==> config.mk <==
export PLATFORM = sky130hd
export DESIGN_NAME = string_hw_seq_ctrl
export DESIGN_NICKNAME = d
export VERILOG_FILES = /design/src/rtl/string_hw_pkg.sv /design/src/rtl/string_hw_seq_ctrl_byte_xform.sv /design/src/rtl/string_hw_seq_ctrl.sv
export SDC_FILE = /design/constraint.sdc
export NUM_CORES = 1
export LEC_CHECK = 0
export CAP_MARGIN = 25
export CORE_MARGIN = 5
export CORE_UTILIZATION = 25
export DETAILED_ROUTE_END_ITERATION = 10
export GPL_ROUTABILITY_DRIVEN = 0
export PLACE_DENSITY = 0.56
export SYNTH_ARGS = -nofsm -noshare
export SYNTH_HDL_FRONTEND = slang
export SYNTH_SLANG_ARGS = --single-unit
==> constraint.sdc <==
create_clock -name clk -period 3.9 [get_ports clk]
set_input_delay 1.17 -clock clk [delete_from_list [all_inputs] [get_ports clk]]
set_output_delay 1.17 -clock clk [all_outputs]
set_load 0.005 [all_outputs]
==> src/rtl/string_hw_pkg.sv <==
// Shared definitions for the string hardware FIFO sequencer: register map,
// opcode/state enums, CTRL/STATUS bit positions and the per-character transform.
package string_hw_pkg;

  localparam logic [2:0] CTRL_A    = 3'd0;
  localparam logic [2:0] STATUS_A  = 3'd1;
  localparam logic [2:0] CHARCNT_A = 3'd2;
  localparam logic [2:0] LIMIT_A   = 3'd3;

  localparam int unsigned CTRL_GO     = 0;
  localparam int unsigned CTRL_OP_LSB = 1;
  localparam int unsigned CTRL_ABORT  = 3;
  localparam int unsigned CTRL_IRQ_EN = 4;

  localparam int unsigned ST_BUSY = 0;
  localparam int unsigned ST_DONE = 1;
  localparam int unsigned ST_NUL  = 2;

  typedef enum logic [1:0] {
    OP_PASS   = 2'd0,
    OP_UPPER  = 2'd1,
    OP_LOWER  = 2'd2,
    OP_TOGGLE = 2'd3
  } op_e;

  typedef enum logic [2:0] {
    S_IDLE,
    S_FETCH,
    S_XFORM,
    S_STORE,
    S_DONE
  } state_e;

  // ASCII letters differ from their other case only in bit 5.
  function automatic logic [7:0] xform_char(input logic [7:0] c, input op_e op);
    logic is_up;
    logic is_lo;
    is_up = (c >= 8'h41) && (c <= 8'h5A);
    is_lo = (c >= 8'h61) && (c <= 8'h7A);
    xform_char = c;
    case (op)
      OP_UPPER:  if (is_lo) xform_char = c & 8'hDF;
      OP_LOWER:  if (is_up) xform_char = c | 8'h20;
      OP_TOGGLE: if (is_up || is_lo) xform_char = c ^ 8'h20;
      default:   xform_char = c;
    endcase
  endfunction

endpackage

==> src/rtl/string_hw_seq_ctrl_byte_xform.sv <==
// Combinational lane transform: bytes scanned MSB first, everything from the
// first NUL onward is forced to zero and excluded from the prefix length.
module string_hw_byte_xform
  import string_hw_pkg::*;
#(
  parameter int unsigned DATA_W = 32,
  localparam int unsigned LANES = DATA_W / 8,
  localparam int unsigned LEN_W = $clog2(LANES + 1)
) (
  input  logic [DATA_W-1:0] word,
  input  op_e               opcode,
  output logic [DATA_W-1:0] xword,
  output logic              nul_seen,
  output logic [LEN_W-1:0]  prefix_len
);

  logic [7:0] c;

  always_comb begin
    xword      = '0;
    nul_seen   = 1'b0;
    prefix_len = '0;
    c          = '0;
    for (int unsigned i = 0; i < LANES; i++) begin
      c = word[DATA_W-1-8*i -: 8];
      if (c == 8'h00) nul_seen = 1'b1;
      if (!nul_seen) begin
        xword[DATA_W-1-8*i -: 8] = xform_char(c, opcode);
        prefix_len = prefix_len + LEN_W'(1);
      end
    end
  end

endmodule

==> src/rtl/string_hw_seq_ctrl.sv <==
// Avalon-MM controlled sequencer moving words from the input string FIFO through
// the byte transform into the output FIFO. Optional IRQ: define STRHW_SEQ_IRQ_EN.
module string_hw_seq_ctrl
  import string_hw_pkg::*;
#(
  parameter int unsigned DATA_W    = 32,
  parameter int unsigned CNT_W     = 16,
  parameter int unsigned MAX_WORDS = 64
) (
  input  logic              clk,
  input  logic              reset,
  input  logic              chipselect,
  input  logic [2:0]        address,
  input  logic              write,
  input  logic              read,
  input  logic [31:0]       writedata,
  output logic [31:0]       readdata,
  input  logic [DATA_W-1:0] in_fifo_data,
  input  logic              in_fifo_empty,
  output logic              in_fifo_rd,
  output logic [DATA_W-1:0] out_fifo_data,
  input  logic              out_fifo_full,
  output logic              out_fifo_wr,
  output logic              irq
);

  localparam int unsigned LANES = DATA_W / 8;
  localparam int unsigned LEN_W = $clog2(LANES + 1);
  localparam logic [CNT_W-1:0] LIMIT_MAX = CNT_W'(MAX_WORDS);

  state_e            state, state_nx;
  op_e               opcode;
  logic [CNT_W-1:0]  limit;
  logic [CNT_W-1:0]  char_count;
  logic [CNT_W-1:0]  word_count;
  logic              done, busy, nul_seen;
  logic [DATA_W-1:0] in_word;
  logic              irq_en_rd;

  logic              wr_ctrl, wr_status, wr_limit;
  logic              go, abort, last_word;
  logic [DATA_W-1:0] xf_word;
  logic              xf_nul;
  logic [LEN_W-1:0]  xf_len;
  logic [CNT_W:0]    cc_sum;
  logic [CNT_W-1:0]  cc_next;

  assign wr_ctrl   = chipselect && write && (address == CTRL_A);
  assign wr_status = chipselect && write && (address == STATUS_A);
  assign wr_limit  = chipselect && write && (address == LIMIT_A);
  assign abort     = wr_ctrl && writedata[CTRL_ABORT];
  assign go        = wr_ctrl && writedata[CTRL_GO] && !writedata[CTRL_ABORT];
  assign last_word = (word_count + CNT_W'(1)) == limit;

  assign cc_sum  = {1'b0, char_count} + (CNT_W+1)'(xf_len);
  assign cc_next = cc_sum[CNT_W] ? '1 : cc_sum[CNT_W-1:0];

  string_hw_byte_xform #(.DATA_W(DATA_W)) u_xform (
    .word       (in_word),
    .opcode     (opcode),
    .xword      (xf_word),
    .nul_seen   (xf_nul),
    .prefix_len (xf_len)
  );

  always_comb begin
    state_nx    = state;
    in_fifo_rd  = 1'b0;
    out_fifo_wr = 1'b0;
    case (state)
      S_IDLE:  if (go) state_nx = S_FETCH;
      S_FETCH: if (!in_fifo_empty) begin
        in_fifo_rd = 1'b1;
        state_nx   = S_XFORM;
      end
      S_XFORM: state_nx = S_STORE;
      S_STORE: if (!out_fifo_full) begin
        out_fifo_wr = 1'b1;
        state_nx    = (nul_seen || last_word) ? S_DONE : S_FETCH;
      end
      S_DONE:  state_nx = S_IDLE;
      default: state_nx = S_IDLE;
    endcase
    // A push already on the bus in the abort cycle is allowed to complete.
    if (abort && (state != S_IDLE)) state_nx = S_IDLE;
  end

  always_ff @(posedge clk) begin
    if (reset) begin
      state         <= S_IDLE;
      opcode        <= OP_PASS;
      limit         <= LIMIT_MAX;
      char_count    <= '0;
      word_count    <= '0;
      done          <= 1'b0;
      busy          <= 1'b0;
      nul_seen      <= 1'b0;
      in_word       <= '0;
      out_fifo_data <= '0;
    end else begin
      state <= state_nx;
      if (wr_status) begin
        done     <= 1'b0;
        nul_seen <= 1'b0;
      end
      if (wr_limit && !busy)
        limit <= ((writedata == '0) || (writedata > MAX_WORDS)) ? LIMIT_MAX
                                                                 : writedata[CNT_W-1:0];
      if (wr_ctrl && !busy) opcode <= op_e'(writedata[CTRL_OP_LSB +: 2]);
      if (abort && (state != S_IDLE)) begin
        busy <= 1'b0;
        done <= 1'b0;
      end else begin
        case (state)
          S_IDLE: if (go) begin
            char_count <= '0;
            word_count <= '0;
            done       <= 1'b0;
            nul_seen   <= 1'b0;
            busy       <= 1'b1;
          end
          S_FETCH: if (!in_fifo_empty) in_word <= in_fifo_data;
          S_XFORM: begin
            out_fifo_data <= xf_word;
            char_count    <= cc_next;
            if (xf_nul) nul_seen <= 1'b1;
          end
          S_STORE: if (!out_fifo_full) word_count <= word_count + CNT_W'(1);
          S_DONE: begin
            done <= 1'b1;
            busy <= 1'b0;
          end
          default: ;
        endcase
      end
    end
  end

`ifdef STRHW_SEQ_IRQ_EN
  logic irq_en;

  always_ff @(posedge clk) begin
    if (reset) begin
      irq_en <= 1'b0;
      irq    <= 1'b0;
    end else begin
      if (wr_ctrl) irq_en <= writedata[CTRL_IRQ_EN];
      irq <= done && irq_en;
    end
  end

  assign irq_en_rd = irq_en;
`else
  assign irq       = 1'b0;
  assign irq_en_rd = 1'b0;
`endif

  always_comb begin
    readdata = '0;
    if (chipselect && read) begin
      case (address)
        CTRL_A:    readdata = {27'd0, irq_en_rd, 1'b0, opcode, 1'b0};
        STATUS_A:  readdata = {29'd0, nul_seen, done, busy};
        CHARCNT_A: readdata = 32'(char_count);
        LIMIT_A:   readdata = 32'(limit);
        default:   readdata = '0;
      endcase
    end
  end

endmodule

# After elaboration in Yosys (flattened, before gate mapping)
# Cells that the tools add are included.
dict set report totals {
  ff_bits 120
  latch_bits 0
  mem_bits_rw 0
  mem_bits_ro 0
  in_bits 74
  output_inout_bits 67
  elab_cells 152
  n_memories 0
}
dict set report op_classes {
  n_addsub 5
  multipliers 0
  div_mod_pow 0
  order_cmp 17
  n_eq_ne 14
  shift 0
  n_mux 55
  bitwise 6
  reduce_logical 45
}
# operator count
set ops {}
lappend ops {{$mux 16} 5}
lappend ops {{$mux 6} 12}
lappend ops {{$pmux 6 s3} 4}
lappend ops {{$ge 8x7->1 const B} 8}
lappend ops {{$le 8x7->1 const B} 8}
lappend ops {{$pmux 16 s2} 2}
lappend ops {{$pmux 16 s4} 1}
lappend ops {{$gt 32x7->1 const B} 1}
lappend ops {{$logic_not 32->1} 1}
lappend ops {{$logic_not 8->1} 4}
lappend ops {{$mux 8} 4}
lappend ops {{$mux 3} 7}
lappend ops {{$logic_and 1x1->1} 19}
lappend ops {{$add 16x3->17} 1}
lappend ops {{$add 16x1->16 const B} 1}
lappend ops {{$eq 16x16->1} 1}
lappend ops {{$mux 1} 16}
lappend ops {{$eq 3x2->1 const B} 4}
lappend ops {{$pmux 3 s4} 1}
lappend ops {{$add 3x1->3 const B} 3}
lappend ops {{$reduce_and 3->1} 3}
lappend ops {{$eq 3x1->1 const B} 2}
lappend ops {{$logic_not 3->1} 2}
lappend ops {{$logic_or 1x1->1} 6}
lappend ops {{12 further kinds} 26}

# Logic depth before layout (Yosys ltp)
dict set report logic_depth {
  word_depth 12
  ltp_mapped 16
  ltp_nobuf 15
}

# Cells and area by module
# A second synthesis with hierarchy kept.
dict set report unflattened {
  cells_unflattened 828
  area_unflattened_um2 6347.3
}
# module n_inst cells_per_inst area_per_inst_um2 seq_area_each_um2
set by_module_without_submodules {}
lappend by_module_without_submodules {string_hw_seq_ctrl 1 740 5784.3 2402.3}
lappend by_module_without_submodules {string_hw_byte_xform 1 88 563.0 0.0}

# Worst setup path before layout
# No wires, ideal clock.
dict set report synth_timing {
  path_type {in2out}
  startpoint {in address[0]}
  endpoint {out readdata[2]}
  arrival_time_ps 2185
  required_ps 2730
  slack_ps 545
  cell_stages 3
  n_path_buf 1
  cell_sequence {buf_1 > mux4_2 > nor2b_1}
}
dict set report synth_via {
  elab_chain_cells 3
  word_cells_on_any_way 6
  classes_between {eq/ne: 3; mux: 2; reduce/logical: 1}
}
# item line
set synth_rtl {}
lappend synth_rtl {{start: declaration} string_hw_seq_ctrl.sv:13} ;# input logic [2:0] address,
lappend synth_rtl {{$eq 3x2->1, or another cell as far along} string_hw_seq_ctrl.sv:161} ;# case (address)
lappend synth_rtl {{$pmux 16 s4 (*)} string_hw_seq_ctrl.sv:161}
lappend synth_rtl {{$mux 16 (*)} string_hw_seq_ctrl.sv:160} ;# if (chipselect && read) begin
lappend synth_rtl {{end: declaration} string_hw_seq_ctrl.sv:17} ;# output logic [31:0] readdata,
# Mark *: on every way between the ends. The rest lies on a longest branch, timed or not.

# Worst setup path after layout
# Ends and elaborated chain as after synthesis.

==> results.md <==
* Cell Area, Synth at 6280 sq um
* Top cells by count, synth: dfxtp_1, nor2_1, a21oi_1
* CP bufs+invs at 2
* CTS Buf Count at 17
* Mux share of post-synthesis cell area at just under 9%
* Register area share after synthesis at 38.2%
* EDFF count, synth at 0
* Main combinational cell family by area after synthesis: simple AND/OR/NAND/NOR gates
* Final instance area at between 8000 and 9000 sq um
* HP Class: flop to flop
* Vias per inst at 4.73
* CTS tree: yes
* Synth top area cells: dfxtp_1, mux2i_1, nor2_1
* Setup CP Type: input pin to output pin
* PnR Total Power at between 2 and 3 mW
* CTS Sinks at 120
* Initial Utilization at roughly a quarter
* Layout cell share with drive strength beyond 1 at under 10%
* Static Leak at around 3.2 nW
* WL/cell at 15.7 um
* Largest net degree at the start of global routing at between 50 and 60
* Largest stage delay, worst path at roughly 530 ps
* Critical Path Source Type: input pin
* FMAX at 264 MHz
* Max-slew violations at 0
* Die Area at ~28000 sq um
* Fin Setup TNS at 0 ps
* Die Ht at about 170 um
* DP HPWL at 14200 um
* Reg2Reg Depth at 15
* Fin. Hold Viols at 0
* Initial antenna violation count at 1
* I/O Buffers at between 100 and 150
* Outcome: completed
* Critical path's slowest cell: mux4_2
* Vias in the first global route at between 5000 and 6000
* Worst vdd ir at around 0.21 mV
* Critical path arrival at 2620 ps
* Deepest clock path buffer count at 2
* Post-Synth Simple-Gate Area at 24.1%
* Worst Path Required at between 2000 and 3000 ps
* FF-to-FF Start: in_word[8]
* Min-Delay Path Depth at 2
* CP Capture Type: output pin
* Register area at between 2000 and 2500 sq um
* Clock root cell: clkbuf_16
* Mean Syn Cell Area at 8.18 sq um
* Hold Crit Start: out_fifo_data[3]
* CP Cell Sequence: dlygate4sd2_1, mux4_2, nor2b_1, clkdlybuf4s50_1
* Worst skew pair latency at between 400 and 500 ps
* RSZ-0062 raised after global routing: no
* Top Family by Delay on Critical Path: buffers and inverters
* CP max FO at 4
* Xor/xnor share of the synthesized area at ~3.2%
* Final worst path period share at between 90% and 100%
* Row cnt at 58
* Count leader, synth: dfxtp_1
* Final Skew at roughly 27 ps
* Initial drt markers at between 300 and 400
* Fillers at 2625
* Residual DRC count at 0
* Die X at between 150 and 200 um
* R2R Setup Slk at around 480 ps
* Slew headroom at between 40% and 50%
* Pwr dens at about 350 nW/um^2
* Post-synth top area share at about two fifths
* Hold worst-path end: out_fifo_data[3]
* Post-Synth Adder-Cell Area at under 10%
* Clock Pin Slew Worst Setup and Hold Paths at approximately 50 ps
* Synthesis Warnings at 0
* RR Endpoint: char_count[14]
* Multi-input gate area at 3550 sq um
* Final WL at approximately 19000 um
* Nets at between 900 and 1000
* First-pass GRT wire length at 30600 um
* Synth-to-Final Area Change at 34.0%
* Actual slew at the worst max-slew pin at 771 ps
* Compound-gate portion of the synthesized area at 17.7%
* Synth cell types at between 70 and 80
* Hold Buf Count CTS at 0
* # IOs at roughly 140
* Via count at a little under 6000
* Grt total ovfl at 0
* First-pass DRT Iterations at 5
* Core Util, Final at approximately a third
* Main synth FF type: dfxtp_1
* H-tree Lvls at 4
* Ys async rst share at 0%
* Post-route ant nets at 0
* Dpl cell area at about 7800 sq um
* Final min period at 3790 ps
* Maxcap violations at 0
* Largest area contributor in the netlist: dfxtp_1
* # setup viols final at 0
* Gate Count Post-Synth at 768
* Core area at roughly 25000 sq um
* Synthesis-stage register bit count at between 100 and 150
* Total Routing Usage GR at between 10% and 20%
[per-layer routing]
metal | global-route usage [%] | vias to the layer above | wire length [um]
met4 | 3.74 | 0 | 221
li1 | - | 2955 | -
met5 | 0 | - | 0
met3 | 3.78 | 15 | 1040
met1 | 16.9 | 2733 | 8680
met2 | 22.6 | 138 | 9450
[layout make-up]
cell class / instances / area share (%)
flip-flops and latches: 120 / 28.5
repair buffers: 146 / 16.9
multi-input cells: 587 / 42.1
inverters: 18 / 0.803
diodes: 1 / 0.0297
clock inverters: 12 / 1.53
well taps: 330 / 4.91
clock buffers: 20 / 5.19
[through the flow]
step	hold WS, ps	std cells	worst slack (ps)
6_report	450	1234	110
5_1_grt	469	1234	50.3
3_5_place_dp	448	1201	-141
2_1_floorplan	446	784	545
4_1_cts	455	1233	53.3
3_3_place_gp	442	1201	-153
[report_power, final]
part	switching, mW	internal (mW)	total [mW]
sequential	0.00341	1.23	1.23
combinational	0.0615	0.0841	0.146
clock	0.590	0.937	1.53
total	0.655	2.25	2.90
[repair_timing]
item | 4_1_cts | 5_1_grt
setup endpoints to repair | 16 | 22
gates cloned | 0 | 0
gates resized for setup | 4 | 3
setup buffers | 0 | 0
[state kept, by name, summed over array words and instances (netlist names)]
name and flops:
busy 1, char_count 16, done 1, in_word 32, limit 16, nul_seen 1
opcode 2, out_fifo_data 32, state 3, word_count 16
[worst min-delay path: stages (launching register included)]
cell	delay (ps)
dfxtp_1	300
nand2_1	50
a21oi_1	50
[how the worst max path moves through the flow]
stage	startpoint	to	slack (ps)	depth (start not counted)
floorplan	address[0]	readdata[2]	540	3
global route	read	readdata[13]	50	5
detailed placement	address[0]	readdata[7]	-140	5
finish	address[0]	readdata[2]	110	4
global placement	address[0]	readdata[2]	-150	4
CTS	address[2]	readdata[15]	50	5
[cell usage in the layout, fill, tap and decap left out, types with 5 or more instances in the layout]
cell type          n
dfxtp_1          120
clkdlybuf4s50_1  117
nor2_1           111
a21oi_1           69
nand2_1           62
mux2i_1           50
o21ai_0           32
nor3_1            29
nand3_1           24
a22oi_1           22
buf_4             22
inv_1             18
conb_1            17
clkbuf_16         17
xnor2_1           15
and2_1            11
nor4_1             8
xor2_1             8
nand3b_1           7
and3_1             7
o21ai_1            7
nand4_1            6
a21o_1             6
or3_1              5
nor2b_1            5
a311oi_1           5
ha_1               5
[logic make-up (layout without fill, tap and decap cells)]
kind of cell	Yosys count	in the layout
flops	120	120
fa+ha+maj	6	6
simple gates	308	308
mux	53	53
compound gates	180	180
other cells	1	18
xor+xnor	23	23
buf+inv	77	196
Note: power is estimated with default switching activity, not from simulation.
